<file path="config.mk">
export PLATFORM = sky130hd
export DESIGN_NAME = soc1_sysid_ext_flat
export DESIGN_NICKNAME = d
export VERILOG_FILES = /design/src/rtl/soc1_sysid_pkg.sv /design/src/rtl/soc1_sysid_if.sv /design/src/rtl/soc1_sysid_uptime.sv /design/src/rtl/soc1_sysid_ext.sv /design/src/flat_wrapper.sv
export SDC_FILE = /design/constraint.sdc
export NUM_CORES = 1
export LEC_CHECK = 0
export CORE_ASPECT_RATIO = 1.1
export CORE_UTILIZATION = 45
export CTS_CLUSTER_SIZE = 8
export DETAILED_ROUTE_END_ITERATION = 8
export DONT_BUFFER_PORTS = 1
export GPL_ROUTABILITY_DRIVEN = 0
export HOLD_SLACK_MARGIN = 0.15
export PLACE_DENSITY = 0.59
export SETUP_SLACK_MARGIN = 0.05
export SLEW_MARGIN = 20
export SYNTH_ARGS = -nofsm -noshare
export SYNTH_HDL_FRONTEND = slang
export SYNTH_SLANG_ARGS = --single-unit
</file>
<file path="constraint.sdc">
create_clock -name clock -period 1.9 [get_ports clock]
set_input_delay 0.38 -clock clock [delete_from_list [all_inputs] [get_ports clock]]
set_output_delay 0.38 -clock clock [all_outputs]
set_load 0.005 [all_outputs]
</file>
<file path="src/rtl/soc1_sysid_pkg.sv">
// Shared register map, CAPS layout and version packing for the SoC1 system-ID slave.
package soc1_sysid_pkg;

  localparam int unsigned OFS_ID        = 0;
  localparam int unsigned OFS_TIMESTAMP = 1;
  localparam int unsigned OFS_VERSION   = 2;
  localparam int unsigned OFS_SCRATCH   = 3;
  localparam int unsigned OFS_UPTIME_LO = 4;
  localparam int unsigned OFS_UPTIME_HI = 5;
  localparam int unsigned OFS_CAPS      = 6;
  localparam int unsigned OFS_CONTROL   = 7;
  localparam int unsigned OFS_USER0     = 8;

  localparam int CAPS_UPTIME_BIT = 0;
  localparam int CAPS_NUSER_LSB  = 4;
  localparam int CAPS_NUSER_MSB  = 7;
  localparam int CAPS_RDLAT_LSB  = 8;
  localparam int CAPS_RDLAT_MSB  = 10;

  localparam int CTRL_CLEAR_BIT  = 0;
  localparam int CTRL_FREEZE_BIT = 1;

  localparam logic [31:0] UNMAPPED_VALUE = 32'h0000_0000;

  function automatic logic [31:0] ver_word(input logic [7:0] major,
                                           input logic [7:0] minor,
                                           input logic [7:0] patch);
    return {8'h00, major, minor, patch};
  endfunction

endpackage

</file>
<file path="src/rtl/soc1_sysid_if.sv">
// Avalon-MM style bus bundle for the system-ID slave (no waitrequest, pipelined reads).
interface soc1_sysid_if #(
  parameter int ADDR_W = 4
);
  logic [ADDR_W-1:0] address;
  logic              read;
  logic              write;
  logic [31:0]       writedata;
  logic [3:0]        byteenable;
  logic [31:0]       readdata;
  logic              readdatavalid;

  modport master (
    output address, read, write, writedata, byteenable,
    input  readdata, readdatavalid
  );

  modport slave (
    input  address, read, write, writedata, byteenable,
    output readdata, readdatavalid
  );
endinterface

</file>
<file path="src/rtl/soc1_sysid_uptime.sv">
// 64-bit free-running uptime counter with clear/freeze control and a HI shadow
// captured whenever the LO word is read, so LO/HI pairs are coherent.
module soc1_sysid_uptime (
  input  logic        clock,
  input  logic        reset_n,
  input  logic        clr,
  input  logic        ctrl_wr,
  input  logic        freeze_d,
  input  logic        lo_rd,
  output logic [31:0] count_lo,
  output logic [31:0] shadow
);

  logic [63:0] count;
  logic        freeze;

  always_ff @(posedge clock or negedge reset_n) begin
    if (!reset_n) begin
      count  <= '0;
      freeze <= 1'b0;
      shadow <= '0;
    end else begin
      // clear wins over freeze; the shadow is deliberately left alone
      if (clr)          count <= '0;
      else if (!freeze) count <= count + 64'd1;
      if (ctrl_wr) freeze <= freeze_d;
      if (lo_rd)   shadow <= count[63:32];
    end
  end

  assign count_lo = count[31:0];

endmodule

</file>
<file path="src/rtl/soc1_sysid_ext.sv">
// SoC1 system-ID slave: ID/timestamp/version/user words, SCRATCH, CAPS and
// fixed-latency pipelined reads. Define SOC1_SYSID_UPTIME_EN to add the uptime counter.
module soc1_sysid_ext
  import soc1_sysid_pkg::*;
#(
  parameter logic [31:0] SYSTEM_ID    = 32'h0000_0000,
  parameter logic [31:0] TIMESTAMP    = 32'h0000_0000,
  parameter logic [7:0]  VER_MAJOR    = 8'd2,
  parameter logic [7:0]  VER_MINOR    = 8'd0,
  parameter logic [7:0]  VER_PATCH    = 8'd0,
  parameter int          NUM_USER     = 4,
  parameter int          READ_LATENCY = 1,
  parameter int          ADDR_W       = 4,
  localparam int         USER_W       = (NUM_USER > 0) ? 32*NUM_USER : 32
) (
  input  logic              clock,
  input  logic              reset_n,
  soc1_sysid_if.slave       bus,
  input  logic [USER_W-1:0] user_id
);

  logic [ADDR_W-1:0] addr;
  logic [31:0]       addr_w;
  logic              rd_acc, wr_acc;
  logic [31:0]       scratch, caps, rd_word, up_lo, up_hi;

  assign addr   = bus.address;
  assign addr_w = 32'(addr);
  // a read in the same cycle as a write always wins
  assign rd_acc = bus.read;
  assign wr_acc = bus.write & ~bus.read;

  always_ff @(posedge clock or negedge reset_n) begin
    if (!reset_n) begin
      scratch <= '0;
    end else if (wr_acc && (addr_w == OFS_SCRATCH)) begin
      for (int b = 0; b < 4; b++)
        if (bus.byteenable[b]) scratch[8*b +: 8] <= bus.writedata[8*b +: 8];
    end
  end

`ifdef SOC1_SYSID_UPTIME_EN
  localparam logic UP_PRESENT = 1'b1;
  logic ctrl_wr;
  // control bits live in byte lane 0
  assign ctrl_wr = wr_acc && (addr_w == OFS_CONTROL) && bus.byteenable[0];

  soc1_sysid_uptime u_uptime (
    .clock    (clock),
    .reset_n  (reset_n),
    .clr      (ctrl_wr && bus.writedata[CTRL_CLEAR_BIT]),
    .ctrl_wr  (ctrl_wr),
    .freeze_d (bus.writedata[CTRL_FREEZE_BIT]),
    .lo_rd    (rd_acc && (addr_w == OFS_UPTIME_LO)),
    .count_lo (up_lo),
    .shadow   (up_hi)
  );
`else
  localparam logic UP_PRESENT = 1'b0;
  assign up_lo = '0;
  assign up_hi = '0;
`endif

  always_comb begin
    caps = '0;
    caps[CAPS_UPTIME_BIT]                = UP_PRESENT;
    caps[CAPS_NUSER_MSB:CAPS_NUSER_LSB]  = 4'(NUM_USER);
    caps[CAPS_RDLAT_MSB:CAPS_RDLAT_LSB]  = 3'(READ_LATENCY);
  end

  always_comb begin
    rd_word = UNMAPPED_VALUE;
    case (addr_w)
      OFS_ID:        rd_word = SYSTEM_ID;
      OFS_TIMESTAMP: rd_word = TIMESTAMP;
      OFS_VERSION:   rd_word = ver_word(VER_MAJOR, VER_MINOR, VER_PATCH);
      OFS_SCRATCH:   rd_word = scratch;
      OFS_UPTIME_LO: rd_word = up_lo;
      OFS_UPTIME_HI: rd_word = up_hi;
      OFS_CAPS:      rd_word = caps;
      default:       ;
    endcase
    for (int k = 0; k < NUM_USER; k++)
      if (addr_w == OFS_USER0 + k) rd_word = user_id[32*k +: 32];
  end

  // read pipeline: stage 0 is the accepted read, stage READ_LATENCY drives the bus
  logic [READ_LATENCY:1]         vld_q;
  logic [READ_LATENCY:0]         vld_pipe;
  logic [READ_LATENCY:1][31:0]   data_q;
  logic [READ_LATENCY:0][31:0]   data_pipe;

  assign vld_pipe  = {vld_q, rd_acc};
  assign data_pipe = {data_q, rd_word};

  always_ff @(posedge clock or negedge reset_n) begin
    if (!reset_n) begin
      vld_q  <= '0;
      data_q <= '0;
    end else begin
      vld_q <= vld_pipe[READ_LATENCY-1:0];
      // data only moves with a valid beat, so the output word holds between pulses
      for (int i = 1; i <= READ_LATENCY; i++)
        if (vld_pipe[i-1]) data_q[i] <= data_pipe[i-1];
    end
  end

  assign bus.readdatavalid = vld_pipe[READ_LATENCY];
  assign bus.readdata      = data_pipe[READ_LATENCY];

endmodule

</file>
<file path="src/flat_wrapper.sv">
// flat-port wrapper written by rule: the top's interface ports become plain ports
module soc1_sysid_ext_flat import soc1_sysid_pkg::*;
#(
  parameter logic [31:0] SYSTEM_ID    = 32'h0000_0000,
  parameter logic [31:0] TIMESTAMP    = 32'h0000_0000,
  parameter logic [7:0]  VER_MAJOR    = 8'd2,
  parameter logic [7:0]  VER_MINOR    = 8'd0,
  parameter logic [7:0]  VER_PATCH    = 8'd0,
  parameter int          NUM_USER     = 4,
  parameter int          READ_LATENCY = 1,
  parameter int          ADDR_W       = 4,
  localparam int         USER_W       = (NUM_USER > 0) ? 32*NUM_USER : 32
)
  (clock, reset_n, user_id, bus_address, bus_read, bus_write, bus_writedata, bus_byteenable, bus_readdata, bus_readdatavalid);
  soc1_sysid_if #(.ADDR_W(ADDR_W)) bus_i ();
  input  logic clock;
  input  logic reset_n;
  input  logic [USER_W-1:0] user_id;
  input wire logic [$bits(bus_i.address)-1:0] bus_address;
  input wire logic [$bits(bus_i.read)-1:0] bus_read;
  input wire logic [$bits(bus_i.write)-1:0] bus_write;
  input wire logic [$bits(bus_i.writedata)-1:0] bus_writedata;
  input wire logic [$bits(bus_i.byteenable)-1:0] bus_byteenable;
  output wire logic [$bits(bus_i.readdata)-1:0] bus_readdata;
  output wire logic [$bits(bus_i.readdatavalid)-1:0] bus_readdatavalid;
  assign bus_i.address = bus_address;
  assign bus_i.read = bus_read;
  assign bus_i.write = bus_write;
  assign bus_i.writedata = bus_writedata;
  assign bus_i.byteenable = bus_byteenable;
  assign bus_readdata = bus_i.readdata;
  assign bus_readdatavalid = bus_i.readdatavalid;
  soc1_sysid_ext #(.SYSTEM_ID(SYSTEM_ID), .TIMESTAMP(TIMESTAMP), .VER_MAJOR(VER_MAJOR), .VER_MINOR(VER_MINOR), .VER_PATCH(VER_PATCH), .NUM_USER(NUM_USER), .READ_LATENCY(READ_LATENCY), .ADDR_W(ADDR_W)) u_core (.clock(clock), .reset_n(reset_n), .bus(bus_i), .user_id(user_id));
endmodule
</file>
; ---- Yosys cells after proc, flatten, opt, wreduce, memory -nomap -nowiden
; Cells that the tools add are included.
[classes]
eq_ne = 7
n_mux = 5
bitwise_logic = 2
reduce_logical = 5
[op_table]
columns = op, count
row1 = $mux 32, 4
row2 = $pmux 32 s3, 1
row3 = $eq 4x4->1 const B, 4
row4 = $eq 4x2->1 const B, 2
row5 = $reduce_and 2->1, 4
row6 = $eq 4x3->1 const B, 1
row7 = $and 1x1->1, 1
row8 = $logic_and 1x1->1, 1
row9 = $not 1->1, 1
[word_totals]
regBits = 65
input_bits = 172
out_inout_bits = 33
elab_cells = 25

; ---- Logic depth before layout (Yosys ltp)
; Gate-level depths: netlist of run 1.
[logic_depth]
depth_word = 6
depth_mapped = 7
depth_no_buf = 4

; ---- Least setup slack after synthesis of run 1
; OpenSTA, ideal clock, no wires.
[synth_timing]
kind = input -> register
start = input port bus_address[3]
end = register u_core.scratch[0]
setup_ns = 0.125
t_arrival_ns = 1.503
t_required_ns = 1.775
slack_ns = 0.272
path_stages = 6
path_buffers = 2
cell_sequence = buf_6 -> and4bb_1 -> and3_4 -> buf_12 -> nand2_8 -> mux2_4
[synth_via]
elab_chain_len = 3
[synth_rtl]
columns = item, line
row1 = start: declaration, flat_wrapper.sv:19  ; input wire logic [$bits(bus_i.address)-1:0] bus_address;
row2 = $eq 4x2->1, soc1_sysid_ext.sv:36  ; end else if (wr_acc && (addr_w == OFS_SCRATCH)) begin
row3 = $logic_and 1x1->1, soc1_sysid_ext.sv:36
row4 = $reduce_and 2->1 (no line), --
row5 = end signal: indexed assignment, soc1_sysid_ext.sv:38  ; if (bus.byteenable[b]) scratch[8*b +: 8] <= bus.writedata[8*b +: 8];
row6 = end: declaration, soc1_sysid_ext.sv:25  ; logic [31:0] scratch, caps, rd_word, up_lo, up_hi;
; Every way passes these cells.
; A chain may end at the register's enable or synchronous reset.

; ---- Final worst setup path of run 1
[layout_timing]
start = input port bus_address[2]
end = register u_core.data_q, in the netlist u_core.bus.readdata[18]
[layout_via]
elab_chain_len = 6
word_cells_on_any_way = 12
classes_between = eq/ne: 7 / mux: 5
[layout_rtl]
columns = item, line
row1 = $eq 4x3->1 / $eq 4x2->1 (equally long branches), soc1_sysid_ext.sv:73  ; case (addr_w)
row2 = $pmux 32 s3, soc1_sysid_ext.sv:73
row3 = $mux 32 (3 in series), soc1_sysid_ext.sv:84  ; if (addr_w == OFS_USER0 + k) rd_word = user_id[32*k +: 32];
row4 = $mux 32 *, soc1_sysid_ext.sv:84
row5 = end signal: indexed assignment, soc1_sysid_ext.sv:104  ; if (vld_pipe[i-1]) data_q[i] <= data_pipe[i-1];
row6 = end: declaration, soc1_sysid_ext.sv:90  ; logic [READ_LATENCY:1][31:0] data_q;
; Mark *: on every way between the ends. The rest lies on a longest branch, timed or not.

==> results of run 1 <==
-- power by group through the flow --
| stage | sequential [uW] | clock [uW] | combinational (uW) |
|---|---|---|---|
| 2_1_floorplan | 1620 | 0 | 360 |
| 3_3_place_gp | 1660 | 0 | 373 |
| 3_5_place_dp | 1650 | 0 | 384 |
| 4_1_cts | 1630 | 1330 | 388 |
| 5_1_grt | 1650 | 1410 | 428 |
| 6_report | 1630 | 1310 | 386 |
-- cell usage after synthesis, drive strengths merged, types with 2 or more instances --
cell and count:
a21o 2, a21oi 17, buf 11, o2bb2ai 30
inv 2, nand2 58, o21ai 61, o22ai 2
nor2b 2, clkbuf 18, dfrtp 65, a222oi 18
a221oi 10, nor2 3, a31oi 2, mux2 32
-- worst max path at each step --
stage / from / endpoint / slack (ns) / cells after the start
after global placement: bus_address[0] / u_core.bus.readdata[20] / 0.22 / 4
after global routing: bus_address[0] / u_core.bus.readdata[7] / 0.43 / 4
after floorplan: bus_address[3] / u_core.scratch[0] / 0.27 / 6
final: bus_address[2] / u_core.bus.readdata[18] / 0.53 / 4
after detailed placement: bus_address[0] / u_core.bus.readdata[23] / 0.18 / 4
after CTS: bus_address[0] / u_core.bus.readdata[23] / 0.54 / 4
-- metrics by stage --
step,instances,total power [uW],util [%],hold slack [ns],worst slack (ns)
after global routing,444,3480,51.0,-0.302,0.427
after CTS,444,3350,51.0,-0.294,0.543
after detailed placement,428,2040,48.1,0.0857,0.181
after global placement,428,2030,48.1,0.0857,0.217
final,444,3330,51.0,-0.272,0.532
after floorplan,345,1980,-,0.0844,0.272
-- worst register-to-register path, cell delays in order (launching register included) --
cell and delay, ns:
dfrtp_1 0.36, a22oi_1 0.08, o32a_1 0.33, o2bb2ai_1 0.14
-- layout make-up --
cell class,instances,area [sq um]
fill,714,3740
multi-input combinational,249,1850
sequential,65,1630
clock buffer,10,138
tap,105,131
clock inverter,5,80.1
timing repair buffer,8,62.6
inverter,2,7.51
-- cells by family (layout without fill, tap and decap cells) --
logic type	count (synthesis)	in the layout	share of synthesized area [%]
simple gates	71	71	10.4
compound gates	146	146	27.4
mux	32	32	13.2
buf+inv	31	25	4.14
flops	65	65	44.8
-- sequential cells by signal, summed over array words and instances (netlist names) --
| name | flops |
|---|---|
| u_core.scratch | 32 |
| u_core.bus.readdata | 32 |
| u_core.bus.readdatavalid | 1 |
-- layer usage --
layer	GRT usage (%)	part of all wire [%]	wire length (microns)
met5	0	0	0
met3	6.35	9.0	977
met4	11.1	2.1	228
met2	42.8	49	5280
met1	33.8	40	4340
==> summary.txt, run 1 <==
Run status
  • Status: finished, violations left
  • Failing checks: hold timing

Clock network
  • CTS tree: yes
  • Max clock buf depth: 2
  • Root Driver: clkbuf_8
  • Htree depth: 3
  • Resized Gates After CTS: 0
  • Post-CTS Setup Bufs: 0
  • CTS Sinks: 65
  • CTS buffer count: 9
  • Worst-Skew Late Latency: 0.34 ns
  • Clk slew on worst S/H paths: 0.07 ns
  • # hold bufs at CTS: 1

Timing
  • Clock Skew: 0.00634 ns
  • Tcrit/Tclk final: 72.0%
  • Unrepaired setup endpoints after global routing: false
  • Worst Hold Margin: -0.272 ns
  • Post-Route Setup TNS: 0 ns
  • Max Fclk: 731 MHz
  • Final Setup Violations: 0
  • Tightest Pin Transition: 0.904 ns
  • Final hold vios: 65
  • Max Transition Viols Final: 0
  • Tmin final: 1.37 ns
  • Worst slew margin: 39.4%

Finish
  • Leading cell type in the layout, fill and taps excluded: dfrtp_1
  • Ant diodes: 0
  • Layout cells sized above 1: 18.3%
  • Synth-to-Final Area Change: 7.41%
  • Design area: 3900 sq um
  • Most frequent cells in the layout: 65 x dfrtp_1, 61 x o21ai_0, 54 x nand2_1, 32 x mux2_4, 30 x o2bb2ai_1
  • Fin nets: 507

Global route
  • Total gr overflow: 0
  • Initial antenna violation count: 0
  • GRT Util Overall: 26.4%
  • First-pass GRT wire length: 16,200 microns
  • Pin count of the biggest net entering global routing: 72
  • Vias in the first global route: 3,006

Yosys
  • Largest area contributor in the netlist: dfrtp_1
  • Post-synth EDFFs: 0
  • Synthesized area: 3630 sq um
  • Average cell area after synthesis: 10.5 sq um
  • Top cells by area, synth: dfrtp_1 45%, mux2_4 13%, o21ai_0 8.4%, o2bb2ai_1 7.2%, nand2_1 5.6%
  • Top cell type's share of synthesized area: 44.8%
  • Async S/R FF share, synth: 100%
  • Synth warnings: 0
  • Top FF cell, synth: dfrtp_1
  • Cell count after synthesis: 345
  • FF+latch count, synth: 65
  • Synth Net Count: 517
  • Post-synth cell types: 33
  • Sequential element share of the synthesized area: 44.8%

Power
  • PD cells: 853 nW/um^2
  • Switching pwr: 803 uW
  • Gate power share: 11.6%
  • Power share of the clock group: 39.4%
  • Flop pwr share: 49.1%
  • Maximum VDD drop: 0.000328 V
  • LEAKAGE: 0.00172 uW
  • Sw frac: 24.1%
  • Pint: 2520 uW

Floorplan
  • Core Area: 7640 sq um
  • I/O Pins: 205
  • Initial core utilization: 47.5%
  • Width of the die: 87.6 microns
  • Die height: 96.2 microns
  • # rows: 33
  • Die ar.: 8430 sq um

Worst hold path
  • Hold/Removal Path Class: in2async

Worst setup path
  • Critical path class: in2reg
  • RR Startpoint: u_core.scratch[11]
  • Cells on worst reg2reg path: 3
  • Critical path, cell by cell: nand2b_1 > nor3_2 > a221oi_1 > o2bb2ai_1
  • CP max stage delay: 0.69 ns
  • CP endpoint kind: flip-flop
  • Arr. time, crit path: 1.63 ns
  • Maximum fanout along the worst path: 10
  • Worst EP required: 2.16 ns
  • Worst path bufs/invs: 0
  • CP Launch Type: input pin
  • Worst R2R Setup Slack: 0.91 ns
  • Top cell family by delay on the critical path: simple AND/OR/NAND/NOR gates
  • Crit-path slowest cell: nor3_2
  • Worst r2r dst: u_core.bus.readdata[11]

Routing
  • # DRC: 0
  • Vias: 2,918
  • Pre-antenna DRT Iters: 5
  • Routed wire length: 10,800 microns
  • Wire per inst: 24.4 microns
  • Via density: 6.57
  • DRT iter0 DRCs: 222
  • Final ANT Viol Nets: 0

Placed design
  • Placed instance area: 3670 sq um
  • IO Port Bufs: 0
  • Post-DP HPWL: 7340 microns

Run
  • Number of max-cap violations: 0
Power figures use the tool's default switching activity.
==> run 2: changes to the inputs <==
==> constraint.sdc (replaced) <==
create_clock -name clock -period 1.26 [get_ports clock]
set_input_delay 0.252 -clock clock [delete_from_list [all_inputs] [get_ports clock]]
set_output_delay 0.252 -clock clock [all_outputs]
set_load 0.005 [all_outputs]
==> run 2 against run 1 <==
  * Combinational power grew 76%
  * The run still ends with hold timing left
  * First-iteration DRC count is 22% lower
  * Routed wire length rose by 0.88%
  * Via count is 2.6% higher
  * Die area unchanged
  * Hold slack worse by 0.13 ns
  * Design area increased by 9.4%
==> summary.txt, run 2 (synthesis results as in run 1) <==
Run status
  • Status: finished, violations left
  • Failing checks: hold timing

Power
  • Power share of the clock group: 37.9%
  • Maximum VDD drop: 0.000517 V
  • PD cells: 1190 nW/um^2
  • Switching pwr: 1220 uW
  • LEAKAGE: 0.00187 uW
  • Pint: 3840 uW
  • Sw frac: 24.2%
  • Flop pwr share: 48.7%
  • Gate power share: 13.4%

Finish
  • Synth-to-Final Area Change: 17.5%
  • Ant diodes: 0
  • Seq. cell area: 1630 sq um
  • Leading cell type in the layout, fill and taps excluded: dfrtp_1
  • Layout cells sized above 1: 17.6%
  • Multi-input logic area: 1860 sq um
  • Most frequent cells in the layout: 65 x dfrtp_1, 61 x o21ai_0, 54 x nand2_1, 32 x mux2_4, 32 x dlygate4sd3_1
  • Design area: 4260 sq um
  • # fillers: 695
  • Fin nets: 543

Timing
  • Fin worst setup slack: 0.177 ns
  • Tmin final: 1.08 ns
  • Tcrit/Tclk final: 85.9%
  • Final Setup Violations: 0
  • Worst slew margin: 60.6%
  • Unrepaired setup endpoints after global routing: false
  • Max Transition Viols Final: 0
  • Clock Skew: 0.00692 ns
  • Tightest Pin Transition: 0.589 ns
  • Final hold vios: 66
  • Worst Hold Margin: -0.399 ns
  • Max Fclk: 924 MHz

Global route
  • Vias in the first global route: 3,076
  • First-pass GRT wire length: 16,000 microns
  • GR Util met2: 44.7%
  • Met3 usage: 5.06%
  • Initial antenna violation count: 0
  • GRT Max-Usage Layer: met2
  • GRT Util Overall: 26.1%
  • M1 GR Usage: 32.4%
  • Total gr overflow: 0
  • Pin count of the biggest net entering global routing: 72

Placed design
  • DP Worst Slack: -0.240 ns
  • Post-DP HPWL: 7430 microns
  • IO Port Bufs: 0
  • Placed instance area: 3730 sq um

Worst setup path
  • Critical path, cell by cell: and4bb_1 > and3_4 > nand2_8 > mux2_4
  • Maximum fanout along the worst path: 8
  • CP endpoint kind: flip-flop
  • Arr. time, crit path: 1.30 ns
  • CP Launch Type: input pin
  • Worst path bufs/invs: 0
  • Top cell family by delay on the critical path: simple AND/OR/NAND/NOR gates
  • CP max stage delay: 0.35 ns
  • Worst EP required: 1.48 ns
  • Critical path class: in2reg
  • Crit-path slowest cell: and3_4

Clock network
  • Post-CTS Setup Bufs: 0
  • CTS buffer count: 9
  • Htree depth: 3
  • # hold bufs at CTS: 32
  • Max clock buf depth: 2
  • CTS tree: yes
  • Worst-Skew Late Latency: 0.34 ns
  • CTS Sinks: 65
  • Root Driver: clkbuf_8
  • Clk slew on worst S/H paths: 0.07 ns

Routing
  • DRT iter0 DRCs: 174
  • Vias: 2,994
  • Via density: 6.22
  • # DRC: 0
  • Pre-antenna DRT Iters: 8
  • Routed wire length: 10,900 microns
  • Wire per inst: 22.7 microns
  • Final ANT Viol Nets: 0

Run
  • Number of max-cap violations: 0

Floorplan
  • Width of the die: 87.6 microns
  • Core Area: 7640 sq um
  • Initial core utilization: 47.5%
  • # rows: 33
  • Die ar.: 8430 sq um
  • I/O Pins: 205
  • Die height: 96.2 microns

Worst hold path
  • Hold/Removal Path Class: in2async
[run 2: what timing repair did]
item,CTS,global route
hold endpoints to repair,130,95
resized for setup,0,1
setup endpoints to repair,0,11
[run 2: worst paths after layout]
kind	start	end	slack [ns]	cells past startpoint
hold / removal	reset_n	u_core.bus.readdata[20]	-0.40	0
hold reg to reg	u_core.bus.readdata[17]	u_core.bus.readdata[17]	0.52	1
min in group clock	bus_read	u_core.bus.readdatavalid	-0.06	0
max in group asynchronous	reset_n	u_core.bus.readdata[1]	1.55	0
setup reg to reg	u_core.scratch[11]	u_core.bus.readdata[11]	0.29	3
setup / recovery	bus_address[2]	u_core.scratch[26]	0.18	4
[run 2: area by class of cell]
type	count	area share [%]
multi-input cells	249	43.7
flip-flops and latches	65	38.1
repair buffers	44	9.92
clock buffers	11	3.08
well taps	105	3.08
clock inverters	5	1.88
inverters	2	0.176
[run 2: layer usage]
layer / part of all wire [%] / vias up
met5: 0 / -
met4: 1.7 / 0
met3: 7.2 / 14
met2: 50 / 160
met1: 42 / 1449
li1: - / 1371
[run 2: power groups by stage]
| stage | combinational (uW) | sequential [uW] | clock, uW |
|---|---|---|---|
| after floorplan | 556 | 2440 | 0 |
| after global placement | 573 | 2500 | 0 |
| after detailed placement | 596 | 2500 | 0 |
| after CTS | 679 | 2460 | 1960 |
| after global routing | 741 | 2490 | 2060 |
| final | 678 | 2470 | 1920 |
[run 2: through the flow]
stage	instances	power (uW)	TNS, ns	utilization (%)
2_1_floorplan	345	3000	-7.61	-
3_3_place_gp	433	3080	-9.14	48.8
5_1_grt	481	5280	0	55.8
4_1_cts	481	5100	0	55.8
3_5_place_dp	433	3090	-9.81	48.8
6_report	481	5060	0	55.8
